[src/rtl/sd_types.sv]
// Shared SD card data types.
package sd_types;
  typedef logic [7:0] sdBYTE_t;
endpackage

[src/rtl/sdspi_types.sv]
// sdspi byte-engine operations and command-sequencer state encoding.
package sdspi_types;
  typedef enum logic [1:0] {
    spiNOP,
    spiCSL,
    spiCSH,
    spiTR
  } spiOP_t;

  typedef enum logic [3:0] {
    IDLE, CSL, TXB, TXW, POLL,
    POLLW, CSH, TAIL, TAILW, FIN
  } cmd_state_t;

  localparam logic [1:0] SD_CMD_START = 2'b01;
endpackage

[src/rtl/sd_crc7.sv]
// Combinational CRC7 (x^7+x^3+1, init 0), MSB-first over 40 bits.
// Only built when SD_CMD_CRC_EN is defined.
`ifdef SD_CMD_CRC_EN
module sd_crc7 (
  input  logic [39:0] data_i,
  output logic [6:0]  crc_o
);
  logic [6:0] c;
  logic       fb;

  always_comb begin
    c  = 7'd0;
    fb = 1'b0;
    for (int i = 39; i >= 0; i--) begin
      fb = data_i[i] ^ c[6];
      c  = {c[5:0], 1'b0};
      if (fb) c = c ^ 7'h09;
    end
    crc_o = c;
  end
endmodule
`endif

[src/rtl/sd_cmd_seq.sv]
// SD SPI-mode command sequencer: CS, 6 command bytes, R1 poll, tail.
// SD_CMD_CRC_EN selects a computed CRC7 instead of fixed CRC bytes.
module sd_cmd_seq
  import sdspi_types::*;
  import sd_types::*;
#(
  parameter int NCR_MAX = 8
) (
  input  logic        clk,
  input  logic        rst,
  input  logic        cmdSTART,
  input  logic [5:0]  cmdIDX,
  input  logic [31:0] cmdARG,
  input  logic        cmdKEEPCS,
  output logic        cmdBUSY,
  output logic        cmdDONE,
  output logic [7:0]  cmdR1,
  output logic        cmdTIMEOUT,
  output spiOP_t      spiOP,
  output sdBYTE_t     spiTXD,
  input  sdBYTE_t     spiRXD,
  input  logic        spiDONE
);
  cmd_state_t state_q, state_d;
  spiOP_t     op_q, op_d;
  sdBYTE_t    txd_q, txd_d;
  sdBYTE_t    r1_q, r1_d;
  logic       busy_q, busy_d;
  logic       done_q, done_d;
  logic       to_q, to_d;
  logic       keep_q, keep_d;
  logic [5:0] idx_q, idx_d;
  logic [31:0] arg_q, arg_d;
  logic [2:0] n_q, n_d;
  logic [3:0] poll_q, poll_d;
  logic [3:0] poll_nx;
  sdBYTE_t    crc_byte;
  sdBYTE_t    cmd_byte;

`ifdef SD_CMD_CRC_EN
  logic [6:0] crc7;
  sd_crc7 u_crc7 (
    .data_i({SD_CMD_START, idx_q, arg_q}),
    .crc_o (crc7)
  );
  assign crc_byte = {crc7, 1'b1};
`else
  // Only CMD0 and CMD8 need a valid CRC before CRC checking is off.
  assign crc_byte = (idx_q == 6'd0) ? 8'h95 :
                    (idx_q == 6'd8) ? 8'h87 : 8'h01;
`endif

  always_comb begin
    case (n_q)
      3'd0:    cmd_byte = {SD_CMD_START, idx_q};
      3'd1:    cmd_byte = arg_q[31:24];
      3'd2:    cmd_byte = arg_q[23:16];
      3'd3:    cmd_byte = arg_q[15:8];
      3'd4:    cmd_byte = arg_q[7:0];
      3'd5:    cmd_byte = crc_byte;
      default: cmd_byte = 8'hFF;
    endcase
  end

  assign poll_nx = poll_q + 4'd1;

  always_comb begin
    state_d = state_q;
    op_d    = spiNOP;
    txd_d   = txd_q;
    r1_d    = r1_q;
    busy_d  = busy_q;
    done_d  = 1'b0;
    to_d    = to_q;
    keep_d  = keep_q;
    idx_d   = idx_q;
    arg_d   = arg_q;
    n_d     = n_q;
    poll_d  = poll_q;
    case (state_q)
      IDLE: if (cmdSTART) begin
        idx_d   = cmdIDX;
        arg_d   = cmdARG;
        keep_d  = cmdKEEPCS;
        busy_d  = 1'b1;
        to_d    = 1'b0;
        state_d = CSL;
      end
      CSL: begin
        op_d    = spiCSL;
        n_d     = 3'd0;
        state_d = TXB;
      end
      TXB: begin
        op_d    = spiTR;
        txd_d   = cmd_byte;
        state_d = TXW;
      end
      TXW: if (spiDONE) begin
        if (n_q < 3'd5) begin
          n_d     = n_q + 3'd1;
          state_d = TXB;
        end else begin
          poll_d  = 4'd0;
          state_d = POLL;
        end
      end
      POLL: begin
        op_d    = spiTR;
        txd_d   = 8'hFF;
        state_d = POLLW;
      end
      POLLW: if (spiDONE) begin
        if (!spiRXD[7]) begin
          r1_d    = spiRXD;
          state_d = keep_q ? FIN : CSH;
        end else begin
          poll_d = poll_nx;
          if (poll_nx == 4'(NCR_MAX)) begin
            r1_d    = 8'hFF;
            to_d    = 1'b1;
            state_d = keep_q ? FIN : CSH;
          end else begin
            state_d = POLL;
          end
        end
      end
      CSH: begin
        op_d    = spiCSH;
        state_d = TAIL;
      end
      TAIL: begin
        op_d    = spiTR;
        txd_d   = 8'hFF;
        state_d = TAILW;
      end
      TAILW: if (spiDONE) state_d = FIN;
      FIN: begin
        done_d  = 1'b1;
        busy_d  = 1'b0;
        state_d = IDLE;
      end
      default: state_d = IDLE;
    endcase
  end

  always_ff @(posedge clk) begin
    if (rst) begin
      state_q <= IDLE;
      op_q    <= spiNOP;
      txd_q   <= 8'hFF;
      r1_q    <= 8'hFF;
      busy_q  <= 1'b0;
      done_q  <= 1'b0;
      to_q    <= 1'b0;
      keep_q  <= 1'b0;
      idx_q   <= 6'd0;
      arg_q   <= 32'd0;
      n_q     <= 3'd0;
      poll_q  <= 4'd0;
    end else begin
      state_q <= state_d;
      op_q    <= op_d;
      txd_q   <= txd_d;
      r1_q    <= r1_d;
      busy_q  <= busy_d;
      done_q  <= done_d;
      to_q    <= to_d;
      keep_q  <= keep_d;
      idx_q   <= idx_d;
      arg_q   <= arg_d;
      n_q     <= n_d;
      poll_q  <= poll_d;
    end
  end

  assign spiOP      = op_q;
  assign spiTXD     = txd_q;
  assign cmdR1      = r1_q;
  assign cmdBUSY    = busy_q;
  assign cmdDONE    = done_q;
  assign cmdTIMEOUT = to_q;
endmodule
[config.mk]
export PLATFORM = sky130hd
export DESIGN_NAME = sd_cmd_seq
export DESIGN_NICKNAME = d
export VERILOG_FILES = /design/src/rtl/sd_types.sv /design/src/rtl/sdspi_types.sv /design/src/rtl/sd_crc7.sv /design/src/rtl/sd_cmd_seq.sv
export SDC_FILE = /design/constraint.sdc
export NUM_CORES = 1
export LEC_CHECK = 0
export BUFFER_PORTS_ARGS = -buffer_cell sky130_fd_sc_hd__buf_4
export CAP_MARGIN = 20
export CORE_AREA = 2 2 91 93
export DETAILED_ROUTE_END_ITERATION = 7
export DIE_AREA = 0 0 93 95
export GPL_TIMING_DRIVEN = 0
export MAX_ROUTING_LAYER = met4
export PLACE_DENSITY = 0.66
export SETUP_SLACK_MARGIN = 0.15
export SLEW_MARGIN = 20
export SYNTH_ARGS = -nofsm -noshare
export SYNTH_HDL_FRONTEND = slang
export SYNTH_SLANG_ARGS = --single-unit
[constraint.sdc]
create_clock -name clk -period 4.4 [get_ports clk]
set_input_delay 0.44 -clock clk [delete_from_list [all_inputs] [get_ports clk]]
set_output_delay 0.44 -clock clk [all_outputs]
set_load 0.02 [all_outputs]
==> results of run 1 <==
-- cell type report --
type,instances,area share (%)
buffer,32,4.16
clock buffer,10,3.18
clock inverter,6,2.11
tap,105,3.03
inverter,11,0.954
timing repair buffer,70,12.1
sequential,71,32.8
multi-input combinational,307,41.6
-- per-layer routing --
metal / track usage (%) / wire length, um / part of all wire (%) / vias up
met5: - / 0 / 0 / -
met4: 8.09 / 204 / 2.2 / 0
met3: 3.11 / 615 / 6.5 / 22
met2: 33.5 / 4300 / 45 / 140
met1: 30.5 / 4360 / 46 / 1599
li1: - / - / - / 1676
-- sequential cells by signal (all words and copies together), names as in the netlist --
register / count
arg_q: 32
cmdBUSY: 1
cmdDONE: 1
cmdR1: 8
cmdTIMEOUT: 1
idx_q: 6
keep_q: 1
n_q: 3
poll_q: 4
spiOP: 2
spiTXD: 8
state_q: 4
-- per-stage QoR --
step | instance area [um2] | hold slack [ns]
6_report | 4330 | 0.339
3_5_place_dp | 4100 | 0.450
2_1_floorplan | 3440 | 0.436
3_3_place_gp | 4100 | 0.441
5_1_grt | 4330 | 0.336
4_1_cts | 4330 | 0.337
-- logic make-up (layout without fill, tap and decap cells) --
logic type / Yosys count / after routing
AND/OR/NAND/NOR: 167 / 167
flip-flops: 71 / 71
adder cells (fa/ha/maj): 7 / 7
multiplexers: 4 / 4
AO/OA/AOI/OAI: 123 / 123
XOR/XNOR: 6 / 6
buffers and inverters: 43 / 129
-- synthesized netlist by cell type (all sizes together) (2+ instances only) --
master,instances
a211oi,5
a21o,2
a21oi,59
a221oi,5
a222oi,8
a2bb2oi,2
a31oi,6
buf,16
clkbuf,16
dfxtp,71
ha,7
inv,10
mux2i,3
nand2,101
nand2b,5
nand3,22
nand3b,3
nor2,8
nor2b,4
nor3,4
nor4,3
o2111ai,7
o211ai,9
o21a,3
o21ai,9
or3,2
or4,4
xnor2,4
xor2,2
-- worst min-delay path, cell delays in order --
cell and delay (ns):
sky130_fd_sc_hd__buf_4 0.11, sky130_fd_sc_hd__nand2_1 0.05, sky130_fd_sc_hd__a21oi_1 0.05
-- power by group --
| group | internal [W] | switching (W) | leakage, nW | total, W |
|---|---|---|---|---|
| logic | 0.0000973 | 0.000125 | 1.05 | 0.000223 |
| registers | 0.000679 | 0.0000256 | 0.580 | 0.000705 |
| clock network | 0.000339 | 0.000263 | 0.117 | 0.000602 |
| total | 0.00112 | 0.000414 | 1.74 | 0.00153 |
-- how the worst min path moves through the flow --
stage | from | to | slack [ns] | cells after the start
global route | cmdARG[5] | arg_q[5]$_SDFFE_PP0P_ | 0.34 | 3
global placement | cmdR1[7]$_SDFFE_PP1P_ | cmdR1[7]$_SDFFE_PP1P_ | 0.44 | 2
floorplan | arg_q[16]$_SDFFE_PP0P_ | arg_q[16]$_SDFFE_PP0P_ | 0.44 | 2
finish | cmdARG[22] | arg_q[22]$_SDFFE_PP0P_ | 0.34 | 3
detailed placement | arg_q[18]$_SDFFE_PP0P_ | arg_q[18]$_SDFFE_PP0P_ | 0.45 | 2
CTS | cmdKEEPCS | keep_q$_SDFFE_PP0P_ | 0.34 | 3
==> reports/results.tsv, run 1 <==
metric	value	unit
share of flip-flops with an asynchronous set or reset after synthesis	0	%
worst reg2reg path endpoint	spiTXD[7]$_SDFFE_PP1P_	
final setup TNS	0	ns
number of core rows	33	
result of the run	completed	
part of the Yosys area used for sequential elements	41.3	%
PD cells	353	mW/mm2
DIE HEIGHT	95	um
clock root buffer	sky130_fd_sc_hd__clkbuf_8	
number of top-level pins	72	
minimum clock period after layout	2.46	ns
via count of the first global-routing pass	3059	
fraction of final layout cells with drive strength greater than 1	22.1	%
instance count after placement with tap cells included	596	
NumNets Final	560	
post-route fraction of the period consumed by the critical path	56.0	%
antenna diode count	0	
flip-flop and latch count after synthesis	71	
share of the synthesized area in compound gates (AO/OA/AOI/OAI)	23.8	%
number of post-CTS setup repair buffers	0	
worst setup path end	spiTXD[7]$_SDFFE_PP1P_	
Maximum Capacitance Violations	0	
setup violation total in the final timing report	0	
worst path buffer plus inverter count	3	
fraction of the mapped netlist area in adder cells	2.54	%
maximum root-to-sink buffer count	2	
Worst Path Class, Setup	flip-flop to flip-flop	
final HPWL from detailed placement	7020	um
wire length of the first global-routing pass	15000	um
per-cell routed wire length	15.5	um
final number of max-transition violations	0	
most frequent standard cell in the layout excluding fill and tap cells	sky130_fd_sc_hd__nand2_1	
Critical Path Sink Type	flip-flop	
arrival time reported for the critical path endpoint	2.67	ns
number of flops mapped to enable cells by yosys	0	
cell type group with the largest total delay on the critical path	compound AO/OA/AOI/OAI gates	
Area growth syn-to-layout	25.7	%
remaining max-slew budget at the tightest pin	56.5	%
CP Data Required Time	4.61	ns
Finished Core Util	54.6	%
commonest non-fill, non-tap cells in the layout	sky130_fd_sc_hd__nand2_1, sky130_fd_sc_hd__buf_4, sky130_fd_sc_hd__dfxtp_1	
area share of the largest cell type after synthesis	41.3	%
area taken by flip-flops and latches	0.00142	mm2
RSZ-0062 raised after global routing	no	
core region area	0.00793	mm2
number of distinct library cells after synthesis	60	
Final Hold Fails	0	
Pleak	1.74	nW
cell taking the most area after synthesis	sky130_fd_sc_hd__dfxtp_1	
Overall Power	0.00153	W
R2R setup slack	1.94	ns
post-synthesis simple-gate area fraction	23.3	%
H-tree level count	3	
proportion of synthesized area in mux cells	1.20	%
number of antenna violations at the first check in global routing	0	
number of port buffers	70	
number of resized instances in the post-cts repair step	0	
CTS clock-pin slew for the worst setup and hold paths	0.08	ns
highest fanout seen on the critical path	10	
most area-consuming cells after synthesis	sky130_fd_sc_hd__dfxtp_1, sky130_fd_sc_hd__nand2_1, sky130_fd_sc_hd__a21oi_1	
maximum number of pins on one net before global-route repair	14	
# hold bufs at CTS	0	
Synth Area in XOR/XNOR	1.53	%
class of the most critical hold timing path	primary input to flip-flop	
total length of routed wires	9490	um
placer congestion estimate	0.929	
Total Routing Usage GR	22.2	%
cts bufs inserted	9	
WP depth	8	
Syn Nets	479	
Mapped Area	0.00344	mm2
number of optimization iterations in the first detailed-route pass	7	
TritonCTS Sinks	71	
number of fill cells	813	
Die W	93	um
1st-iter DRT viols	196	
average cell area after synthesis	8.18	um2
post-place setup slack	2.04	ns
CP max stage delay	0.53	ns
Slowest cell on crit path	sky130_fd_sc_hd__a2111oi_0	
synthesized instance count	421	
post-route clock skew	0.00880	ns
top_reg_cell synth	sky130_fd_sc_hd__dfxtp_1	
vias post-DR	3437	
launching element type of the critical path	flip-flop	
Max Freq	0.406	GHz
filler-free cell count of the finished design	612	
Worst Setup Slack, final	1.94	ns
cell breakdown of the critical path	clkbuf_1 > inv_1 > ha_1 > clkbuf_1 > nand3_1 > o211ai_1 > a2111oi_0 > o21ai_1	
Total Die Area	0.00884	mm2
Congestion Overflow GR	0	
multi-input logic area	0.00180	mm2
maximum vdd ir drop	180	uV
worst reg2reg startpoint	n_q[1]$_SDFFE_PP0P_	
DRC violation count after routing	0	
yosys warns	0	
transition time at the pin with the least slew margin	0.636	ns
R2R cell count	8	
TritonCTS clock tree	done	
clock latency on the worst-skew pair	0.34	ns
initial standard-cell utilization of the core	43.4	%
ANT nets after route	0	
worst setup path startpoint	n_q[1]$_SDFFE_PP0P_	
routed via count divided by cell count	5.62	
Most Frequent Cell on Critical Path	sky130_fd_sc_hd__clkbuf_1	
combinational family with the most area after synthesis	compound AO/OA/AOI/OAI gates	
Note: power is estimated with default switching activity, not from simulation.
==> run 2, diff against run 1 <==
==> constraint.sdc (replaced) <==
create_clock -name clk -period 2.3 [get_ports clk]
set_input_delay 0.23 -clock clk [delete_from_list [all_inputs] [get_ports clk]]
set_output_delay 0.23 -clock clk [all_outputs]
set_load 0.02 [all_outputs]
==> reports/results.tsv, run 2 (synthesis gave the netlist of run 1 again) <==
metric	value	unit	change
NumNets Final	560		unchanged
instance count after placement with tap cells included	596		unchanged
RSZ-0062 raised after global routing	no		
wire length of the first global-routing pass	15000	um	unchanged
internal portion of total power	0.00213	W	+91%
result of the run	completed		
maximum vdd ir drop	344	uV	+91%
placer congestion estimate	0.929		unchanged
class of the most critical hold timing path	primary input to flip-flop		
minimum clock period after layout	2.08	ns	-0.386 ns
most frequent standard cell in the layout excluding fill and tap cells	sky130_fd_sc_hd__nand2_1		
CTS clock-pin slew for the worst setup and hold paths	0.08	ns	about the same
number of top-level pins	72		unchanged
remaining max-slew budget at the tightest pin	55.3	%	-1.2 points
via count of the first global-routing pass	3059		unchanged
setup violation total in the final timing report	0		unchanged
Maximum Capacitance Violations	0		unchanged
post-route clock skew	0.00869	ns	-0.000105 ns
per-cell routed wire length	15.6	um	+0.47%
vias post-DR	3403		-0.99%
1st-iter DRT viols	208		+6.1%
initial standard-cell utilization of the core	43.4	%	unchanged
number of core rows	33		unchanged
# hold bufs at CTS	0		unchanged
H-tree level count	3		unchanged
number of fill cells	811		-0.25%
Largest register FFs	32		unchanged
number of antenna violations at the first check in global routing	0		unchanged
antenna diode count	0		unchanged
switching share of power	27.2	%	+0.12 points
clock root buffer	sky130_fd_sc_hd__clkbuf_8		
fraction of final layout cells with drive strength greater than 1	23.1	%	+0.99 points
TritonCTS clock tree	done		
final number of max-transition violations	0		unchanged
Overall Power	0.00293	W	+92%
core region area	0.00793	mm2	unchanged
Total Routing Usage GR	22.2	%	unchanged
worst-case hold slack	0.125	ns	-0.214 ns
cts bufs inserted	9		unchanged
Worst Path Class, Setup	flip-flop to flip-flop		
clock latency on the worst-skew pair	0.35	ns	about the same
launching element type of the critical path	flip-flop		
met2 track demand over resource in global routing	33.5	%	unchanged
CP Data Required Time	2.52	ns	-2.09 ns
Top reg by flops	arg_q		
DIE HEIGHT	95	um	unchanged
highest fanout seen on the critical path	8		-2
Final Hold Fails	0		unchanged
total length of routed wires	9530	um	+0.47%
filler-free cell count of the finished design	612		unchanged
transition time at the pin with the least slew margin	0.667	ns	+0.0314 ns
routed via count divided by cell count	5.56		-0.99%
maximum root-to-sink buffer count	2		unchanged
Total Die Area	0.00884	mm2	unchanged
P_sw	0.000797	W	+92%
met3 capacity usage during global routing	3.11	%	unchanged
ANT nets after route	0		unchanged
proportion of power drawn by flip-flops and latches	46.0	%	about the same
number of optimization iterations in the first detailed-route pass	8		+1
power share of the clock group	39.4	%	about the same
GR met1 Demand/Resource	30.5	%	unchanged
number of port buffers	70		unchanged
TritonCTS Sinks	71		unchanged
arrival time reported for the critical path endpoint	2.29	ns	-0.38 ns
combinational fraction of design power	14.6	%	about the same
Area growth syn-to-layout	26.5	%	
Congestion Overflow GR	0		unchanged
final HPWL from detailed placement	7020	um	unchanged
DRC violation count after routing	0		unchanged
commonest non-fill, non-tap cells in the layout	sky130_fd_sc_hd__nand2_1, sky130_fd_sc_hd__buf_4, sky130_fd_sc_hd__dfxtp_1		
Pleak	1.75	nW	+0.34%
Critical Path Sink Type	flip-flop		
layer carrying the most global-route usage	met2		
Die W	93	um	unchanged
PD cells	673	mW/mm2	+90%
Max Freq	0.481	GHz	+19%
maximum number of pins on one net before global-route repair	14		unchanged
post-route fraction of the period consumed by the critical path	90.3	%	+34 points
==> run 2: cell type report <==
class / count / area (um2) / area share [%]
multi-input cells: 307 / 1810 / 41.6
flip-flops and latches: 71 / 1430 / 32.7
repair buffers: 70 / 526 / 12.1
plain buffers: 32 / 191 / 4.40
clock buffers: 10 / 138 / 3.16
well taps: 105 / 131 / 3.02
clock inverters: 6 / 91.3 / 2.10
inverters: 11 / 41.3 / 0.948
==> run 2: power by group through the flow <==
stage / clock network (W) / registers [W] / logic (W)
2_1_floorplan: 0 / 0.00138 / 0.000246
3_3_place_gp: 0 / 0.00137 / 0.000417
3_5_place_dp: 0 / 0.00137 / 0.000422
4_1_cts: 0.00115 / 0.00135 / 0.000426
5_1_grt: 0.00120 / 0.00135 / 0.000471
6_report: 0.00115 / 0.00135 / 0.000427
==> run 2: path summary, 6_finish.rpt <==
path | from | to | slack, ns | depth (start not counted)
max | n_q[2]$_SDFFE_PP0P_ | spiTXD[7]$_SDFFE_PP1P_ | 0.22 | 7
max reg2reg | n_q[2]$_SDFFE_PP0P_ | spiTXD[7]$_SDFFE_PP1P_ | 0.22 | 7
min reg2reg | arg_q[18]$_SDFFE_PP0P_ | arg_q[18]$_SDFFE_PP0P_ | 0.46 | 2
min | cmdKEEPCS | keep_q$_SDFFE_PP0P_ | 0.13 | 3
==> run 2: metal layers <==
metal  up-vias  wire length, um
met2       128             4320
met4         0              211
met5         -                0
met3        21              582
li1       1671                -
met1      1583             4420
==> run 2: critical path, stage by stage, from the launching register on <==
cell                        delay, ns
sky130_fd_sc_hd__dfxtp_1         0.41
sky130_fd_sc_hd__clkinv_1        0.25
sky130_fd_sc_hd__ha_1            0.28
sky130_fd_sc_hd__clkbuf_1        0.20
sky130_fd_sc_hd__nand2_1         0.15
sky130_fd_sc_hd__o211ai_1        0.11
sky130_fd_sc_hd__a2111oi_1       0.45
sky130_fd_sc_hd__o21ai_1         0.12
==> run 2: repair_timing <==
action	4_1_cts	5_1_grt
setup buffers	0	0
pin swaps	1	2
gates resized for setup	3	10
hold endpoints to repair	0	0
setup endpoints to repair	7	6
==> run 2: metrics by stage <==
step                TNS (ns)  util [%]  instance area [um2]  setup slack (ns)
CTS                        0      54.7                 4330             0.153
finish                     0      54.9                 4350             0.223
global placement     -0.0308      51.7                 4100           -0.0308
floorplan                  0         -                 3440             0.415
detailed placement    -0.156      51.7                 4100           -0.0611
global route               0      54.9                 4350             0.153
==> run 3, diff against run 2 <==
--- a/config.mk
+++ b/config.mk
@@ -7,12 +7,13 @@
 export LEC_CHECK = 0
 export BUFFER_PORTS_ARGS = -buffer_cell sky130_fd_sc_hd__buf_4
 export CAP_MARGIN = 20
-export CORE_AREA = 2 2 91 93
+export CORE_AREA = 2 2 116 73
+export CTS_BUF_LIST = sky130_fd_sc_hd__clkbuf_8
 export DETAILED_ROUTE_END_ITERATION = 7
-export DIE_AREA = 0 0 93 95
+export DIE_AREA = 0 0 118 75
 export GPL_TIMING_DRIVEN = 0
 export MAX_ROUTING_LAYER = met4
-export PLACE_DENSITY = 0.66
+export PLACE_DENSITY = 0.67
 export SETUP_SLACK_MARGIN = 0.15
 export SLEW_MARGIN = 20
 export SYNTH_ARGS = -nofsm -noshare
==> reports/results.tsv, run 3 (synthesis gave the netlist of run 1 again) <==
metric	value	unit	change
per-cell routed wire length	16.9	um	+8.2%
PD cells	677	mW/mm2	+0.66%
result of the run	completed		
CTS clock-pin slew for the worst setup and hold paths	0.08	ns	about the same
ANT nets after route	0		unchanged
highest fanout seen on the critical path	10		+2
cts bufs inserted	9		unchanged
number of optimization iterations in the first detailed-route pass	5		-3
Total Die Area	0.00885	mm2	+0.17%
Total Routing Usage GR	24.9	%	+2.7 points
Die W	118	um	+27%
1st-iter DRT viols	449		+120%
via count of the first global-routing pass	3096		+1.2%
# hold bufs at CTS	0		unchanged
clock latency on the worst-skew pair	0.37	ns	+0.02 ns
Most Frequent Cell on Critical Path	sky130_fd_sc_hd__a222oi_1		
cell type group with the largest total delay on the critical path	compound AO/OA/AOI/OAI gates		
Max Freq	0.480	GHz	-0.38%
commonest non-fill, non-tap cells in the layout	sky130_fd_sc_hd__nand2_1, sky130_fd_sc_hd__buf_4, sky130_fd_sc_hd__dfxtp_1		
multi-input logic area	0.00181	mm2	about the same
wire length of the first global-routing pass	16300	um	+8.1%
final setup TNS	0	ns	unchanged
Congestion Overflow GR	0		unchanged
maximum number of pins on one net before global-route repair	13		-1
class of the most critical hold timing path	primary input to flip-flop		
number of post-CTS setup repair buffers	0		unchanged
Largest register FFs	32		unchanged
area taken by flip-flops and latches	0.00142	mm2	about the same
CP max stage delay	0.44	ns	about the same
Top reg by flops	arg_q		
Pleak	1.75	nW	-0.20%
post-route fraction of the period consumed by the critical path	90.6	%	+0.34 points
initial standard-cell utilization of the core	44.6	%	+1.1 points
CP Data Required Time	2.50	ns	-0.02 ns
minimum clock period after layout	2.08	ns	+0.00793 ns
post-route clock skew	0.00962	ns	+0.000926 ns
number of antenna violations at the first check in global routing	0		unchanged
number of top-level pins	72		unchanged
H-tree level count	3		unchanged
setup violation total in the final timing report	0		unchanged
antenna diode count	0		unchanged
NumNets Final	560		unchanged
launching element type of the critical path	flip-flop		
number of port buffers	70		unchanged
post-place setup slack	-0.178	ns	-0.117 ns
remaining max-slew budget at the tightest pin	39.8	%	-16 points
DIE HEIGHT	75	um	-21%
core region area	0.00773	mm2	-2.5%
clock root buffer	sky130_fd_sc_hd__clkbuf_8		
vias post-DR	3478		+2.2%
worst path buffer plus inverter count	3		+1
number of fill cells	721		-11%
TritonCTS Sinks	71		unchanged
worst-case hold slack	0.108	ns	-0.0166 ns
maximum root-to-sink buffer count	2		unchanged
RSZ-0062 raised after global routing	yes		
Final Hold Fails	0		unchanged
maximum vdd ir drop	361	uV	+5.1%
routed via count divided by cell count	5.66		+1.7%
Area growth syn-to-layout	26.6	%	
final number of max-transition violations	0		unchanged
Worst Setup Slack, final	0.215	ns	-0.00793 ns
cell breakdown of the critical path	buf_6 > inv_1 > ha_1 > clkbuf_4 > a222oi_1 > nand2_1 > a222oi_1 > o211ai_1		
total length of routed wires	10400	um	+8.7%
final HPWL from detailed placement	7800	um	+11%
Worst Path Class, Setup	flip-flop to flip-flop		
Maximum Capacitance Violations	0		unchanged
placer congestion estimate	0.910		-2.0%
number of core rows	25		-24%
most frequent standard cell in the layout excluding fill and tap cells	sky130_fd_sc_hd__nand2_1		
TritonCTS clock tree	done		
arrival time reported for the critical path endpoint	2.29	ns	about the same
Slowest cell on crit path	sky130_fd_sc_hd__a222oi_1		
transition time at the pin with the least slew margin	0.899	ns	+0.232 ns
Critical Path Sink Type	flip-flop		
fraction of final layout cells with drive strength greater than 1	23.3	%	+0.20 points
DRC violation count after routing	0		unchanged
-- run 3: cell count changes in the layout (fill, tap and decap cells not counted), sizes merged --
cell / change
clkbuf: +2
clkinvlp: +2
inv: -2
buf: -1
clkinv: -1
-- run 3: worst paths after layout --
path         slack, ns  cells past startpoint                      to                    from
max reg2reg       0.22                      8  spiTXD[1]$_SDFFE_PP1P_     n_q[1]$_SDFFE_PP0P_
max               0.22                      8  spiTXD[1]$_SDFFE_PP1P_     n_q[1]$_SDFFE_PP0P_
min               0.11                      3   arg_q[9]$_SDFFE_PP0P_               cmdARG[9]
min reg2reg       0.46                      2  arg_q[11]$_SDFFE_PP0P_  arg_q[11]$_SDFFE_PP0P_
-- run 3: cell type report --
cell class,instances,area share (%)
Sequential cell,71,32.7
Buffer,32,4.45
Timing Repair Buffer,70,12.1
Multi-Input combinational cell,307,41.5
Clock buffer,11,3.47
Clock inverter,5,1.84
Tap cell,108,3.10
Inverter,11,0.947
-- run 3: worst min-delay path: cells and delay by family --
family                 cells  cell delay (ns)
buffers and inverters      1             0.11
AO/OA/AOI/OAI              1             0.05
AND/OR/NAND/NOR            1             0.04
-- run 3: power by group --
part           internal, W  leakage, nW  switching (W)  total (W)
Sequential         0.00130        0.581      0.0000465    0.00135
Clock             0.000668        0.112       0.000500    0.00117
Combinational     0.000187         1.05       0.000253   0.000440
-- run 3: metal layers --
layer	global-route usage (%)	share of wire, %	vias to the layer above
met3	6.29	9.8	14
met2	31.9	38	155
met4	7.23	1.1	0
li1	-	-	1680
met1	37.5	51	1629
met5	-	0	-
-- run 3: what timing repair did --
item | CTS | global route
gates resized for setup | 6 | 5
gates cloned | 0 | 0
hold endpoints to repair | 0 | 0
pin swaps | 2 | 3
setup endpoints to repair | 8 | 6
-- run 3: metrics by stage --
step	instances	instance area [um2]	util, %	total power [W]
2_1_floorplan	421	3440	-	0.00162
3_3_place_gp	599	4100	53.1	0.00179
3_5_place_dp	599	4100	53.1	0.00180
4_1_cts	615	4350	56.3	0.00296
5_1_grt	615	4360	56.4	0.00306
6_report	615	4360	56.4	0.00295
